$ cat config.mk
export PLATFORM = sky130hd
export DESIGN_NAME = spi_apb_arb
export DESIGN_NICKNAME = d
export VERILOG_FILES = /design/src/rtl/spi_pkg.sv /design/src/rtl/spi_rr_arb2.sv /design/src/rtl/spi_apb_arb.sv
export SDC_FILE = /design/constraint.sdc
export NUM_CORES = 1
export LEC_CHECK = 0
export CAP_MARGIN = 20
export CORE_MARGIN = 2
export CORE_UTILIZATION = 35
export CTS_CLUSTER_DIAMETER = 60
export CTS_CLUSTER_SIZE = 28
export DETAILED_ROUTE_END_ITERATION = 7
export MAX_ROUTING_LAYER = met4
export PLACE_DENSITY = 0.89
export REMOVE_ABC_BUFFERS = 1
export SETUP_SLACK_MARGIN = 0.3
export SYNTH_ARGS = -nofsm -noshare
export SYNTH_HDL_FRONTEND = slang
export SYNTH_SLANG_ARGS = --single-unit
$ cat constraint.sdc
create_clock -name pclk -period 4.3 [get_ports pclk]
set_input_delay 1.075 -clock pclk [delete_from_list [all_inputs] [get_ports pclk]]
set_output_delay 1.075 -clock pclk [all_outputs]
set_load 0.05 [all_outputs]
$ cat src/rtl/spi_pkg.sv
// Shared definitions for the SPI/APB front-end blocks.
//   SPI_ADDR_W / SPI_DATA_W : default APB address and data widths
//   apb_state_e             : APB master phase (IDLE / SETUP / ACCESS)
package spi_pkg;

  localparam int SPI_ADDR_W = 5;
  localparam int SPI_DATA_W = 32;

  typedef enum logic [1:0] {
    IDLE   = 2'd0,
    SETUP  = 2'd1,
    ACCESS = 2'd2
  } apb_state_e;

endpackage

$ cat src/rtl/spi_rr_arb2.sv
// Two-way round-robin arbiter.
//   clk, rst : clock, asynchronous active-high reset
//   req      : request vector, bit n = requester n
//   update   : record the current grant as "last granted"
//   gnt      : one-hot combinational grant (0 when req is 0)
// The last-granted pointer resets to 1, so requester 0 wins the first tie.
module spi_rr_arb2 (
  input  logic       clk,
  input  logic       rst,
  input  logic [1:0] req,
  input  logic       update,
  output logic [1:0] gnt
);

  logic last;

  // A single requester always wins; on a tie the one not granted last wins.
  always_comb begin
    gnt = req;
    if (req == 2'b11) begin
      gnt = last ? 2'b01 : 2'b10;
    end
  end

  always_ff @(posedge clk or posedge rst) begin
    if (rst) begin
      last <= 1'b1;
    end else if (update && (|gnt)) begin
      last <= gnt[1];
    end
  end

endmodule

$ cat src/rtl/spi_apb_arb.sv
// Two-requester APB arbiter in front of a single spi_apb slave.
//   pclk, preset          : clock, asynchronous active-high reset
//   s0_* / s1_*           : APB slave ports of requesters 0 and 1
//   m_*                   : APB master port towards the spi_apb instance
//   gnt                   : one-hot current grant, 0 when idle
// A requester is granted on psel alone; its address, data and direction are
// latched at grant and held until the master transfer completes. The
// response is passed through combinationally to the granted requester only,
// and only if it kept psel asserted for the whole transfer.
module spi_apb_arb
  import spi_pkg::*;
#(
  parameter int addr_w = SPI_ADDR_W,
  parameter int data_w = SPI_DATA_W
) (
  input  logic              pclk,
  input  logic              preset,
  input  logic [addr_w-1:0] s0_paddr,
  input  logic [data_w-1:0] s0_pwdata,
  input  logic              s0_psel,
  input  logic              s0_penable,
  input  logic              s0_pwrite,
  output logic [data_w-1:0] s0_prdata,
  output logic              s0_pready,
  output logic              s0_pslverr,
  input  logic [addr_w-1:0] s1_paddr,
  input  logic [data_w-1:0] s1_pwdata,
  input  logic              s1_psel,
  input  logic              s1_penable,
  input  logic              s1_pwrite,
  output logic [data_w-1:0] s1_prdata,
  output logic              s1_pready,
  output logic              s1_pslverr,
  output logic [addr_w-1:0] m_paddr,
  output logic [data_w-1:0] m_pwdata,
  output logic              m_psel,
  output logic              m_penable,
  output logic              m_pwrite,
  input  logic [data_w-1:0] m_prdata,
  input  logic              m_pready,
  input  logic              m_pslverr,
  output logic [1:0]        gnt
);

  apb_state_e        state, state_nxt;
  logic [1:0]        psel, arb_req, arb_gnt, gnt_q;
  logic              load, done, drop_q;
  logic [addr_w-1:0] addr_q;
  logic [data_w-1:0] wdata_q;
  logic              write_q;

  // penable is irrelevant to request detection.
  logic unused_penable;
  assign unused_penable = s0_penable ^ s1_penable;

  assign psel = {s1_psel, s0_psel};
  assign done = (state == ACCESS) && m_pready;

  spi_rr_arb2 u_arb (
    .clk    (pclk),
    .rst    (preset),
    .req    (arb_req),
    .update (load),
    .gnt    (arb_gnt)
  );

  always_ff @(posedge pclk or posedge preset) begin
    if (preset) begin
      state <= IDLE;
    end else begin
      state <= state_nxt;
    end
  end

  // On completion the finishing requester is masked out, so only the other
  // one can be granted straight into SETUP.
  always_comb begin
    state_nxt = state;
    arb_req   = 2'b00;
    load      = 1'b0;
    m_psel    = 1'b0;
    m_penable = 1'b0;
    case (state)
      IDLE: begin
        arb_req = psel;
        if (|psel) begin
          load      = 1'b1;
          state_nxt = SETUP;
        end
      end
      SETUP: begin
        m_psel    = 1'b1;
        state_nxt = ACCESS;
      end
      ACCESS: begin
        m_psel    = 1'b1;
        m_penable = 1'b1;
        if (m_pready) begin
          arb_req = psel & ~gnt_q;
          if (|arb_req) begin
            load      = 1'b1;
            state_nxt = SETUP;
          end else begin
            state_nxt = IDLE;
          end
        end
      end
      default: state_nxt = IDLE;
    endcase
  end

  // drop_q remembers that the granted requester let go of psel, so its
  // transfer finishes on the master side but is never acknowledged.
  always_ff @(posedge pclk or posedge preset) begin
    if (preset) begin
      gnt_q  <= 2'b00;
      drop_q <= 1'b0;
    end else if (load) begin
      gnt_q  <= arb_gnt;
      drop_q <= 1'b0;
    end else if (done) begin
      gnt_q  <= 2'b00;
    end else if ((state != IDLE) && !(|(psel & gnt_q))) begin
      drop_q <= 1'b1;
    end
  end

  always_ff @(posedge pclk) begin
    if (load) begin
      addr_q  <= arb_gnt[1] ? s1_paddr  : s0_paddr;
      wdata_q <= arb_gnt[1] ? s1_pwdata : s0_pwdata;
      write_q <= arb_gnt[1] ? s1_pwrite : s0_pwrite;
    end
  end

  // Latched fields are only visible while a transfer is on the bus.
  assign m_paddr  = m_psel ? addr_q  : '0;
  assign m_pwdata = m_psel ? wdata_q : '0;
  assign m_pwrite = m_psel & write_q;
  assign gnt      = gnt_q;

  assign s0_pready  = done & gnt_q[0] & s0_psel & ~drop_q;
  assign s1_pready  = done & gnt_q[1] & s1_psel & ~drop_q;
  assign s0_prdata  = s0_pready ? m_prdata : '0;
  assign s1_prdata  = s1_pready ? m_prdata : '0;
  assign s0_pslverr = s0_pready & m_pslverr;
  assign s1_pslverr = s1_pready & m_pslverr;

endmodule

# --- Word level (Yosys, flattened, before mapping) ---
# Index checks and enable logic that the tools add are counted.
op_classes:
  n_eq_ne: 6
  n_mux: 26
  n_bitwise: 13
  reduce_logical: 15
ops:
  columns: ["op", "n"]
  rows:
  - ["32-bit 2-to-1 mux", 4]
  - ["2-bit 2-to-1 mux", 7]
  - ["1-bit 2-to-1 mux", 10]
  - ["5-bit 2-to-1 mux", 2]
  - ["2-bit OR reduction", 5]
  - ["1-bit AND", 9]
  - ["2-bit one-hot mux with 3 select lines", 1]
  - ["2-bit nonzero test", 3]
  - ["2-bit AND", 2]
  - ["2-bit == test, second input constant", 2]
  - ["2-bit != test, second input constant", 2]
  - ["2-bit one-hot mux with 2 select lines", 1]
  - ["2-bit AND reduction", 2]
  - ["1-bit logical AND", 3]
  - ["2-bit by 1-bit == test with 1-bit output, second input constant", 1]
  - ["2-bit logical NOT", 1]
  - ["2-bit by 1-bit != test with 1-bit output, second input constant", 1]
  - ["2-bit NOT", 1]
  - ["1-bit one-hot mux with 2 select lines", 1]
  - ["1-bit logical NOT", 1]
  - ["1-bit NOT", 1]
word_totals:
  ff_bits: 44
  inputBits: 116
  out_inout_bits: 110
  word_cells: 67

# --- Depth between registers and ports, before layout ---
# Gate-level depths: netlist (run 1).
logic_depth:
  ltp_word: 8
  depth_mapped: 8
  ltp_nobuf: 6

# --- By module ---
# A second synthesis (run 1) with hierarchy kept.
unflattened:
  cells_unflattened: 242
  hier_area_um2: 2792.7
by_module_without_submodules:
  columns: ["mod", "instances", "cells_each", "area_per_inst_um2", "seq_area_each_um2"]
  rows:
  - ["spi_apb_arb", 1, 235, 2732.6, 1266.2]
  - ["spi_rr_arb2", 1, 7, 60.1, 26.3]

# --- Least setup slack after synthesis (run 1) ---
# OpenSTA, ideal clock, no wires.
synth_path:
  path_kind: "flip-flop to output port"
  startpoint: "register state[0]"
  endpoint: "output s0_prdata[22]"
  arrival_time_ps: 2757
  required_ps: 3225
  slack_ps: 468
  stages_incl_launch_ff: 7
  n_path_buf: 1
  path_cell_list: "dfrtp_1 > inv_1 > ha_1 > nand2_1 > nor3_1 > clkbuf_1 > and2_1"
synth_between:
  elab_chain_len: 6
synth_lines:
  columns: ["element", "line_no", "text"]
  rows:
  - ["start, declared", "spi_apb_arb.sv:45", "apb_state_e state, state_nxt;"]
  - ["start signal, assigned", "spi_apb_arb.sv:71", "state <= state_nxt;"]
  - ["2-bit == test", "spi_apb_arb.sv:57", "assign done = (state == ACCESS) && m_pready;"]
  - ["1-bit logical AND", "spi_apb_arb.sv:57", null]
  - ["1-bit AND (3 in a row)", "spi_apb_arb.sv:142", "assign s0_pready = done & gnt_q[0] & s0_psel & ~drop_q;"]
  - ["net s0_pready", "spi_apb_arb.sv:24", "output logic s0_pready,"]
  - ["32-bit 2-to-1 mux", "spi_apb_arb.sv:144", "assign s0_prdata = s0_pready ? m_prdata : '0;"]
  - ["end, declared", "spi_apb_arb.sv:23", "output logic [data_w-1:0] s0_prdata,"]
# The timed path passes the listed nets, and every way through them passes these cells.

# --- Worst setup path in the final report (run 1) ---
layout_path:
  startpoint: "input m_pready"
  endpoint: "output s1_prdata[31]"
layout_between:
  elab_chain_len: 5
layout_lines:
  columns: ["element", "line_no", "text"]
  rows:
  - ["start, declared", "spi_apb_arb.sv:40", "input logic m_pready,"]
  - ["1-bit logical AND", "spi_apb_arb.sv:57", null]
  - ["1-bit AND (3 in a row)", "spi_apb_arb.sv:143", "assign s1_pready = done & gnt_q[1] & s1_psel & ~drop_q;"]
  - ["32-bit 2-to-1 mux", "spi_apb_arb.sv:145", "assign s1_prdata = s1_pready ? m_prdata : '0;"]
  - ["end, declared", "spi_apb_arb.sv:31", "output logic [data_w-1:0] s1_prdata,"]
# Every way passes these cells.

==> impl_metrics.tcl, run 1 <==
set metrics [dict create \
    tightest_slew_ns 0.9106 \
    multiInputGateArea_um2 1360 \
    setup_tns_ns 0 \
    dp_slack_ns 0.5532 \
    r2r_start "state[0]" \
    regArea_um2 1292 \
    grt_pass1_vias 2893 \
    core_area_um2 7647 \
    clockBufferDepth 2 \
    status "completed" \
    hold_path_class "register to register" \
    comb_power_share 0.688 \
    cts_tree "yes" \
    cp-startpoint "m_pready" \
    critPathArrivalTime_ns 2.67 \
    numPortBuffers 223 \
    fill_cells 457 \
    drc 0 \
    syn_inst 239 \
    diodes 0 \
    hold_slack_ns 0.5292 \
    ys_ff_latch 44 \
    rsz0062_at_grt "false" \
    fin_util 0.7516 \
    start_kind "input port" \
    rr_worst_depth 7 \
    r2r-end "write_q" \
    report.final.slew_viol_count 0 \
    drtIter0Drc 60 \
    intPower_mw 1.757 \
    ys_types 28 \
    final_layout_size_suffix_gt1_frac 0.2761 \
    netlist_area_um2 2736 \
    fmax_mhz 267.1 \
    seq_power_share 0.221 \
    crit_type "input port to primary output" \
    clock_skew_ns 0.003000 \
    clock-root-buffer "clkbuf_8" \
    path_clk_slew_ns 0.08 \
    ant_nets 0 \
    place.gp.congestion 0.8636 \
    cts_sinks 44 \
    cp_max_fo 34 \
    grt_overflow 0 \
    vias_per_cell 4.746 \
    finalHoldViolCount 0 \
    ctsHoldBuffers 0 \
    die_w_um 92.42 \
    maxCapViolations 0 \
    initial_utilization 0.3578 \
    firstDrtPassIters 4 \
    final_cell_area_um2 5748 \
    placed_area_um2 5637 \
    end_kind "primary output" \
    vias 2667 \
    cts_setup_buffers 0 \
    syn_area_per_cell_um2 11.45 \
    switching_share 0.4944 \
    cts_buffers 5 \
    setup-violations-final 0 \
    cp-endpoint "s1_prdata[31]" \
    routed_wl_mm 9.646 \
    power_leakage_nw 2.275 \
    power_density_nw_per_um2 604.5 \
    min_period_over_period 0.8708 \
    setup_ws_ns 0.5556 \
    rows 32 \
    grtUsageTotal 0.2334 \
    ys_seq_area_frac 0.4723 \
    clockPowerShare 0.090 \
    dp_hpwl_mm 7.889 \
    grt_first_pass_wirelength_mm 15.01 \
    vdd_drop_max_uv 821.8 \
    antenna_found_initial 0 \
    dieArea_um2 8541 \
    p_switching_mw 1.718 \
    clock_tree.htree_level_count 2 \
    wl_per_cell_um 17.16 \
    relSlewSlack 0.3908 \
    fin_crit_ns 3.744 \
    post_cts_resized 0 \
    cp.required_ns 3.22 \
    fin_nets 579 \
    io_pins 226 \
    clock_latency_ns 0.29 \
    reg2reg_slack_ns 1.98 \
    grt_max_degree 39 \
    area_growth_pct 110.1 \
    die_y_um 92.42 \
    yosysWarnings 0 \
]
-- power groups by stage --
stage,Sequential (mW),Clock (mW),Combinational (mW)
5_1_grt,0.786,0.332,2.50
6_report,0.769,0.314,2.39
3_3_place_gp,0.766,0,2.37
3_5_place_dp,0.779,0,2.39
4_1_cts,0.770,0.319,2.41
2_1_floorplan,0.789,0,1.51
-- cell type report --
type | instances | area share
clock inverters | 3 | 0.007401
clock buffers | 5 | 0.01197
multi-input cells | 174 | 0.2366
inverters | 7 | 0.004571
well taps | 102 | 0.02220
repair buffers | 227 | 0.4924
flip-flops and latches | 44 | 0.2249
-- worst max-delay path, cell delays in order --
cell and delay, ns:
clkdlybuf4s50_1 0.52, nand2_1 0.18, nor3_2 0.20, buf_4 0.30, and2_1 0.23, buf_12 0.15
-- sequential cells by signal, indices dropped and copies added (netlist names) --
register and flops:
addr_q 5, drop_q 1, gnt 2, state 2, u_arb.last 1, wdata_q 32
write_q 1
-- logic make-up (layout without fill, tap and decap cells) --
group | count (synthesis) | in the layout | synth area share
AND/OR/NAND/NOR | 118 | 118 | 0.2657
flip-flops | 44 | 44 | 0.4723
multiplexers | 40 | 40 | 0.1770
buffers and inverters | 21 | 242 | 0.03521
AO/OA/AOI/OAI | 12 | 12 | 0.03155
adder cells (fa/ha/maj) | 4 | 4 | 0.01829
-- how the worst min path moves through the flow --
stage	startpoint	endpoint	slack, ns	cells after the start
2_1_floorplan	u_arb.last	u_arb.last	0.48	2
3_3_place_gp	u_arb.last	u_arb.last	0.50	2
3_5_place_dp	u_arb.last	u_arb.last	0.51	2
4_1_cts	u_arb.last	u_arb.last	0.53	2
5_1_grt	u_arb.last	u_arb.last	0.54	2
6_report	u_arb.last	u_arb.last	0.53	2
-- Yosys cell counts, drive strengths merged --
cell / n / area share
o21bai: 1 / 0.0027
o32ai: 1 / 0.0032
o21a: 1 / 0.0027
dfrtp: 5 / 0.046
nand2: 7 / 0.011
mux2: 40 / 0.18
buf: 4 / 0.012
dfstp: 1 / 0.0096
a21oi: 2 / 0.0037
a32oi: 1 / 0.0032
o21ai: 3 / 0.0055
nor3: 2 / 0.0037
nor2: 1 / 0.0014
nor2b: 2 / 0.0073
inv: 7 / 0.0096
edfxtp: 38 / 0.42
o211ai: 1 / 0.0027
ha: 4 / 0.018
and3b: 1 / 0.0032
nand3: 1 / 0.0018
and2: 104 / 0.24
a32o: 2 / 0.0078
clkbuf: 10 / 0.014
-- routing by layer --
metal | vias up | part of all wire | GRT usage
li1 | 1247 | - | -
met1 | 1240 | 0.36 | 0.2496
met2 | 164 | 0.52 | 0.4106
met3 | 16 | 0.11 | 0.08299
met4 | 0 | 0.015 | 0.06219
met5 | - | 0 | -
-- metrics by stage --
stage / power (mW) / std cells
2_1_floorplan: 2.296 / 225
3_3_place_gp: 3.134 / 554
3_5_place_dp: 3.173 / 554
4_1_cts: 3.495 / 562
5_1_grt: 3.620 / 562
6_report: 3.474 / 562
-- cells in the final DEF (no fill, tap or decap), types with 2 or more instances in the layout --
| cell type | instances |
|---|---|
| a21oi_1 | 2 |
| and2_1 | 104 |
| buf_12 | 59 |
| buf_4 | 13 |
| clkbuf_8 | 5 |
| clkdlybuf4s50_1 | 155 |
| dfrtp_1 | 5 |
| edfxtp_1 | 38 |
| ha_1 | 4 |
| inv_1 | 7 |
| mux2_2 | 31 |
| mux2_4 | 9 |
| nand2_1 | 5 |
| nand2_2 | 2 |
| nor3_2 | 2 |
| o21ai_0 | 3 |
(Power assumes the default switching activity.)
==> run 2: changes to the inputs <==
- RECOVER_POWER: default -> 50
- SKIP_CTS_REPAIR_TIMING: default -> 1
==> impl_metrics.tcl, run 2 (synthesis gave the netlist of run 1 again) <==
set metrics [dict create \
    grt_overflow 0 \
    routed_wl_mm 9.674 \
    largest_reg_flops 32 \
    antenna_found_initial 0 \
    dp_hpwl_mm 7.889 \
    power_leakage_nw 2.239 \
    start_kind "input port" \
    finalHoldViolCount 0 \
    cts_buffers 5 \
    core_area_um2 7647 \
    clock_tree.htree_level_count 2 \
    die_w_um 92.42 \
    crit_type "input port to primary output" \
    io_pins 226 \
    hold_path_class "register to register" \
    cp-startpoint "m_pready" \
    setup-violations-final 0 \
    status "complete, but fails checks" \
    final_cell_area_um2 5689 \
    placed_area_um2 5637 \
    diodes 0 \
    fill_cells 472 \
    min_path_cells 2 \
    clock-root-buffer "clkbuf_8" \
    end_kind "primary output" \
    dieArea_um2 8541 \
    setup_tns_ns 0 \
    reg2reg_slack_ns 1.46 \
    multiInputGateArea_um2 1316 \
    cts_tree "yes" \
    vias_per_cell 4.728 \
    setup_ws_ns 0.5515 \
    area_growth_pct 107.9 \
    final_common_cell "clkdlybuf4s50_1" \
    vdd_drop_max_uv 814.6 \
    violations "capacitance limit, slew limit" \
    power_density_nw_per_um2 598.8 \
    fmax_mhz 266.8 \
    place.gp.congestion 0.8636 \
    die_y_um 92.42 \
    cpMaxStageDelayCell "clkdlybuf4s50_1" \
    firstDrtPassIters 4 \
    dp_slack_ns 0.5532 \
    drtIter0Drc 68 \
    initial_utilization 0.3578 \
    ant_nets 0 \
    clock_latency_ns 0.29 \
    r2r-end "write_q" \
    tightest_slew_ns 1.605 \
    cp.required_ns 3.22 \
    regMostFlops "wdata_q" \
    vias 2657 \
    drc 0 \
    hold_slack_ns 0.5266 \
    rr_worst_depth 7 \
    grt_first_pass_wirelength_mm 15.01 \
    rsz0062_at_grt "false" \
    path_cells "clkdlybuf4s50_1, nand2_1, nor3_2, buf_4, and2_1, buf_12" \
    final_cell_mix "clkdlybuf4s50_1, and2_1, buf_12" \
    report.final.slew_viol_count 39 \
    grt_max_degree 39 \
    maxCapViolations 1 \
    path_clk_slew_ns 0.08 \
    fin_crit_ns 3.749 \
    cts_sinks 44 \
    grtUsageTotal 0.2334 \
    wl_per_cell_um 17.21 \
    clockBufferDepth 2 \
    final_cells 562 \
    min_period_over_period 0.8718 \
    cp_max_fo 34 \
    relSlewSlack -0.07261 \
    final_layout_size_suffix_gt1_frac 0.2435 \
    clock_skew_ns 0.003804 \
    placed_cells 554 \
    cp-endpoint "s1_prdata[31]" \
    critPathArrivalTime_ns 2.67 \
    largestRegisters "wdata_q (32), addr_q (5)" \
    fin_nets 579 \
    r2r_start "state[0]" \
    grt_pass1_vias 2893 \
    critPathMaxStageDelay_ns 0.52 \
    regArea_um2 1292 \
    rows 32 \
    numPortBuffers 223 \
]
==> run 2: cell types whose count changed in the layout (fill, tap and decap cells not counted), sizes merged <==
cell / change
clkdlybuf4s50: -13
buf: -1
dlygate4sd3: +13
clkbuf: +1
==> run 2: report_power, final <==
part / total [mW] / internal (mW) / switching, mW
Clock: 0.314 / 0.172 / 0.142
Sequential: 0.771 / 0.713 / 0.0584
Combinational: 2.32 / 0.816 / 1.51
==> run 2: area by class of cell <==
cell class,instances,share of cell area
clock buffers,5,0.01210
well taps,102,0.02243
flip-flops and latches,44,0.2272
multi-input cells,174,0.2314
inverters,7,0.004618
repair buffers,227,0.4948
clock inverters,3,0.007477
==> run 2: worst min path at each step <==
stage	end	slack, ns	from
2_1_floorplan	u_arb.last	0.48	u_arb.last
3_3_place_gp	u_arb.last	0.50	u_arb.last
3_5_place_dp	u_arb.last	0.51	u_arb.last
4_1_cts	u_arb.last	0.53	u_arb.last
5_1_grt	u_arb.last	0.54	u_arb.last
6_report	u_arb.last	0.53	u_arb.last
==> run 2: stage by stage <==
| step | power, mW | util |
|---|---|---|
| global placement | 3.134 | 0.7371 |
| detailed placement | 3.173 | 0.7371 |
| floorplan | 2.296 | - |
| CTS | 3.495 | 0.7516 |
| global route | 3.552 | 0.7439 |
| finish | 3.407 | 0.7439 |
==> run 2: worst max-delay path: cells and delay by family <==
family / cells / cell delay (ns)
buffers and inverters: 3 / 0.97
AND/OR/NAND/NOR: 3 / 0.62
==> run 2: routing by layer <==
layer  up-vias  GRT usage  wire, um
li1       1252          -         -
met4         0    0.06219       174
met3        16    0.08299      1020
met1      1223     0.2496      3551
met5         -          -         0
met2       166     0.4106      4928
==> run 3: changes to the inputs <==
- TNS_END_PERCENT: default -> 20
==> results of run 3 <==
Same layout as run 2: the final DEF is identical, and so are final timing and power.
